--- config.mk ---
export PLATFORM = sky130hd
export DESIGN_NAME = expr_eval
export DESIGN_NICKNAME = d
export VERILOG_FILES = /design/src/rtl/expr_pkg.sv /design/src/rtl/expr_char_class.sv /design/src/rtl/expr_eval.sv
export SDC_FILE = /design/constraint.sdc
export NUM_CORES = 1
export LEC_CHECK = 0
export CAP_MARGIN = 20
export CORE_ASPECT_RATIO = 1.2
export CORE_MARGIN = 8
export CORE_UTILIZATION = 45
export CTS_BUF_LIST = sky130_fd_sc_hd__clkbuf_8
export DETAILED_ROUTE_END_ITERATION = 10
export SETUP_SLACK_MARGIN = 0.2
export SYNTH_ARGS = -nofsm -noshare
export SYNTH_HDL_FRONTEND = slang
export SYNTH_SLANG_ARGS = --single-unit
--- constraint.sdc ---
create_clock -name clk -period 8.31 [get_ports clk]
set_input_delay 1.662 -clock clk [delete_from_list [all_inputs] [get_ports clk]]
set_output_delay 1.662 -clock clk [all_outputs]
set_load 0.03 [all_outputs]
--- src/rtl/expr_pkg.sv ---
// Shared definitions for the serial expression recognizer/evaluator family:
// state codes, ASCII constants and the character-class encoding.
package expr_pkg;

  typedef enum logic [1:0] {
    IDLE = 2'b00,
    NUM  = 2'b01,
    OP   = 2'b10,
    DEAD = 2'b11
  } state_e;

  localparam logic [7:0] CH_0    = 8'h30;
  localparam logic [7:0] CH_9    = 8'h39;
  localparam logic [7:0] CH_PLUS = 8'h2B;
  localparam logic [7:0] CH_STAR = 8'h2A;

  typedef enum logic [1:0] {
    CLS_OTHER = 2'b00,
    CLS_DIGIT = 2'b01,
    CLS_OP    = 2'b10
  } char_class_e;

  function automatic char_class_e encode_class(input logic is_digit, input logic is_op);
    if (is_digit)   return CLS_DIGIT;
    else if (is_op) return CLS_OP;
    else            return CLS_OTHER;
  endfunction

endpackage

--- src/rtl/expr_char_class.sv ---
// Combinational ASCII classifier shared by the recognizer and evaluator.
module expr_char_class
  import expr_pkg::*;
(
  input  logic [7:0] in,
  output logic       is_digit,
  output logic       is_op,
  output logic       is_mul,
  output logic [3:0] digit
);

  assign is_digit = (in >= CH_0) && (in <= CH_9);
  assign is_mul   = (in == CH_STAR);
  assign is_op    = is_mul || (in == CH_PLUS);
  // '0'..'9' are 0x30..0x39, so the low nibble already is the digit value.
  assign digit    = in[3:0];

endmodule

--- src/rtl/expr_eval.sv ---
// Serial evaluator for single-digit '+'/'*' expressions; '*' binds tighter
// than '+' by keeping the pending product in term and the rest in sum.
module expr_eval
  import expr_pkg::*;
#(
  parameter int WIDTH = 16
) (
  input  logic             clk,
  input  logic             clr,
  input  logic             in_valid,
  input  logic [7:0]       in,
  output logic [WIDTH-1:0] value,
  output logic             out_valid,
  output logic             ovf,
  output logic             dead
);

  logic        is_digit, is_op, is_mul;
  logic [3:0]  digit;
  char_class_e cls;

  expr_char_class u_class (
    .in       (in),
    .is_digit (is_digit),
    .is_op    (is_op),
    .is_mul   (is_mul),
    .digit    (digit)
  );

  assign cls = encode_class(is_digit, is_op);

  state_e           st_q, st_d;
  logic [WIDTH-1:0] sum_q, sum_d, term_q, term_d;
  logic             pend_mul_q, pend_mul_d;
  logic             ovf_q, ovf_d;

  logic [WIDTH+3:0] prod;
  logic [WIDTH:0]   add;
  logic [WIDTH-1:0] digit_w;

  assign digit_w = {{(WIDTH-4){1'b0}}, digit};
  assign prod    = {4'b0000, term_q} * {{WIDTH{1'b0}}, digit};
  assign add     = {1'b0, sum_q} + {1'b0, term_q};

  assign value     = add[WIDTH-1:0];
  assign out_valid = (st_q == NUM);
  assign ovf       = (st_q == NUM) && (ovf_q || add[WIDTH]);
  assign dead      = (st_q == DEAD);

  always_comb begin
    // NOTE: every next-state signal gets a hold default first so no path
    // through the case leaves one unassigned and infers a latch.
    st_d       = st_q;
    sum_d      = sum_q;
    term_d     = term_q;
    pend_mul_d = pend_mul_q;
    ovf_d      = ovf_q;
    if (in_valid) begin
      unique case (st_q)
        IDLE: begin
          if (cls == CLS_DIGIT) begin
            st_d   = NUM;
            sum_d  = '0;
            term_d = digit_w;
            ovf_d  = 1'b0;
          end else if (cls == CLS_OP) begin
            st_d = DEAD;
          end
        end
        NUM: begin
          if (cls == CLS_OP) begin
            st_d       = OP;
            pend_mul_d = is_mul;
          end else if (cls == CLS_DIGIT) begin
            st_d = DEAD;
          end else begin
            st_d   = IDLE;
            sum_d  = '0;
            term_d = '0;
            ovf_d  = 1'b0;
          end
        end
        OP: begin
          if (cls == CLS_DIGIT) begin
            st_d = NUM;
            if (pend_mul_q) begin
              term_d = prod[WIDTH-1:0];
              ovf_d  = ovf_q || (prod[WIDTH+3:WIDTH] != 4'h0);
            end else begin
              sum_d  = add[WIDTH-1:0];
              term_d = digit_w;
              ovf_d  = ovf_q || add[WIDTH];
            end
          end else if (cls == CLS_OP) begin
            st_d = DEAD;
          end else begin
            st_d   = IDLE;
            sum_d  = '0;
            term_d = '0;
            ovf_d  = 1'b0;
          end
        end
        DEAD: ;
      endcase
    end
  end

  // NOTE: clr is asynchronous so a mid-expression reset clears the outputs
  // immediately; state updates use non-blocking assignments.
  always_ff @(posedge clk or negedge clr) begin
    if (!clr) begin
      st_q       <= IDLE;
      sum_q      <= '0;
      term_q     <= '0;
      pend_mul_q <= 1'b0;
      ovf_q      <= 1'b0;
    end else begin
      st_q       <= st_d;
      sum_q      <= sum_d;
      term_q     <= term_d;
      pend_mul_q <= pend_mul_d;
      ovf_q      <= ovf_d;
    end
  end

endmodule

==> impl_metrics.env <==
export IMPL_worst_setup_path_end_kind="flip-flop"
export IMPL_rows=39
export IMPL_critPathMaxFanout=21
export IMPL_arrival_ps=5990
export IMPL_cts_hold_buffers=0
export IMPL_peakVddDrop_uv=114
export IMPL_setup_tns_ps=0
export IMPL_htree_num_levels=2
export IMPL_cts_root_buf="clkbuf_8"
export IMPL_cts_resized=0
export IMPL_p_leak_nw=2.42
export IMPL_grt_usage_pct=17.3
export IMPL_crit_start="in[3]"
export IMPL_setup_viol=0
export IMPL_dp_hpwl_microns=8190
export IMPL_ys_seq_area_share_pct=21.0
export IMPL_vias=3469
export IMPL_synth_avg_cell_area_sq_um=8.89
export IMPL_multi_input_area_sq_um=3110
export IMPL_yosysUniqueCellTypes=57
export IMPL_drt_first_iter_violations=116
export IMPL_wl_per_cell_microns=16.4
export IMPL_grt_pass1_wl_microns=18000
export IMPL_hold_class="reg2reg"
export IMPL_die_y_microns=123
export IMPL_worstHoldStart="sum_q[5]"
export IMPL_diodes=0
export IMPL_syn_nets=567
export IMPL_clk_path_buf_depth=2
export IMPL_ys_ff_latch=36
export IMPL_fin_cells=631
export IMPL_avgViaCountPerCell=5.50
export IMPL_start_util_pct=45.6
export IMPL_ant_nets=0
export IMPL_first_pass_iters=4
export IMPL_synthArstFlopShare_pct=100
export IMPL_cp_data_required_time_ps=8500
export IMPL_worstSkewPairLatency_ps=300
export IMPL_nFillCells=905
export IMPL_core_sq_um=9420
export IMPL_holdWs_ps=517
export IMPL_overflow=0
export IMPL_skew_ps=4.64
export IMPL_yosys_top_cells_area="dfrtp_1 21%, fa_1 14%, ha_1 13%"
export IMPL_worstSetupPathType="in2reg"
export IMPL_worst_slew_pin_transition_ps=845
export IMPL_grt_pass1_vias=3711
export IMPL_fin_util_pct=50.7
export IMPL_ys_flop_type="dfrtp_1"
export IMPL_grt_max_degree=37
export IMPL_pre_cts_ws_ps=2240
export IMPL_regArea_sq_um=901
export IMPL_slew_limit_headroom_pct=43.6
export IMPL_die_area_sq_um=12900
export IMPL_port_buffers=29
export IMPL_grt_antenna_before_repair=0
export IMPL_drive_gt1_share_pct=6.10
export IMPL_total_power_mw=0.622
export IMPL_final_cell_area_sq_um=4770
export IMPL_drv_cap=0
export IMPL_nets=591
export IMPL_yosysTopAreaCellShare_pct=21.0
export IMPL_status="complete, no violations"
export IMPL_yosysTopAreaCell="dfrtp_1"
export IMPL_areaGrowthSynthToFinish_pct=11.1
export IMPL_power_density_nw_per_um2=130
export IMPL_place_area_sq_um=4680
export IMPL_cts_buffers=5
export IMPL_fmax_ghz=0.172
export IMPL_totalWireLength_microns=10400
export IMPL_clk_pin_slew_ps=80
export IMPL_ios=30
export IMPL_cts_tree="done"
export IMPL_maxSlewViolCount=0
export IMPL_fin_ws_ps=2510
export IMPL_worst_setup_path_start_kind="input pin"
export IMPL_rsz0062_at_grt="no"
export IMPL_die_x_microns=105
export IMPL_cts_setup_buffers=0
export IMPL_hold_violations=0
export IMPL_timing_final_crit_share_pct=69.8
export IMPL_synth_area_sq_um=4290
export IMPL_drc=0
export IMPL_netlist_instances=483
export IMPL_clock_sinks=36
export IMPL_min_period_ps=5800
export IMPL_worstReg2RegStart="term_q[1]"
export IMPL_yosysWarnings=0
export IMPL_gp_congestion=0.887
export IMPL_placed_cells=623
export IMPL_synth_edf_count=0
state kept, by name (all words and copies together) (netlist names):
signal / count
sum_q: 16
term_q: 16
ovf_q: 1
pend_mul_q: 1
st_q: 2
layout make-up:
type                       instances  share of cell area, %
clock inverter                     2                  0.236
tap                              123                   3.23
inverter                          58                   4.56
sequential                        36                   18.9
clock buffer                       6                   1.73
timing repair buffer              30                   6.14
multi-input combinational        376                   65.2
layout by cell type (no fill, tap or decap), types with 8 or more instances in the layout:
cell type / netlist / final
a21o_1: 10 / 10
a21oi_1: 20 / 20
a22o_1: 27 / 27
and2_1: 42 / 42
clkdlybuf4s50_1: 0 / 28
dfrtp_1: 36 / 36
fa_1: 29 / 29
ha_1: 44 / 44
inv_1: 58 / 59
nand2_1: 48 / 48
nor2_1: 15 / 15
nor3_1: 8 / 8
o21ai_0: 15 / 15
xnor2_1: 18 / 18
power breakdown:
group / total [mW] / internal (mW) / switching [mW]
sequential: 0.207 / 0.189 / 0.0180
clock: 0.135 / 0.0662 / 0.0691
combinational: 0.280 / 0.105 / 0.175
Yosys cell counts, types with 2 or more instances:
cell type,count
dfrtp_1,36
nor2_1,15
ha_1,44
a211oi_2,4
o21ai_2,2
a21o_1,10
and3_1,6
o21bai_1,7
or2b_1,3
o22ai_1,2
fa_1,29
and2_1,42
mux2_2,4
nand2_1,48
and3b_1,3
o31a_1,2
inv_1,58
buf_2,3
a211oi_1,3
xor2_1,7
nor3_1,8
clkbuf_1,8
a21oi_1,20
o21ai_0,15
nor2b_1,6
nand3_1,5
o211ai_1,2
a21oi_2,3
xnor2_1,18
a31oi_1,4
nand4_1,3
o21ai_1,7
o21a_1,5
nor3b_1,2
a22o_1,27
cell families after synthesis:
| kind of cell | Yosys count | synth area share (%) |
|---|---|---|
| compound gates | 122 | 20.9 |
| xor+xnor | 25 | 5.10 |
| fa+ha+maj | 73 | 26.3 |
| buf+inv | 71 | 6.56 |
| flops | 36 | 21.0 |
| mux | 5 | 1.28 |
| simple gates | 151 | 18.9 |
critical path, cell delays in order:
cell and delay (ps):
clkdlybuf4s50_1 900, nand2_1 170, fa_1 560, inv_1 50, fa_1 560, inv_1 80
fa_1 460, nor2b_1 190, o2111ai_1 200, a31oi_1 280, a211oi_2 140, o21ai_0 250
xnor2_1 140, nand4_1 120, o221a_1 220
path summary, 6_finish.rpt:
path	endpoint	cells past startpoint	slack, ps
hold / removal	sum_q[5]	1	520
setup / recovery	ovf_q	15	2510
min in group asynchronous	sum_q[3]	1	1470
hold reg to reg	sum_q[5]	1	520
setup reg to reg	ovf_q	14	4380
max in group asynchronous	sum_q[10]	1	6320
metal layers:
metal,routed length (microns),track usage (%),up-vias
li1,-,-,1703
met1,4420,20.4,1691
met2,5320,31.4,66
met3,421,2.50,9
met4,189,5.99,0
met5,0,0,-
(Power assumes the default switching activity.)
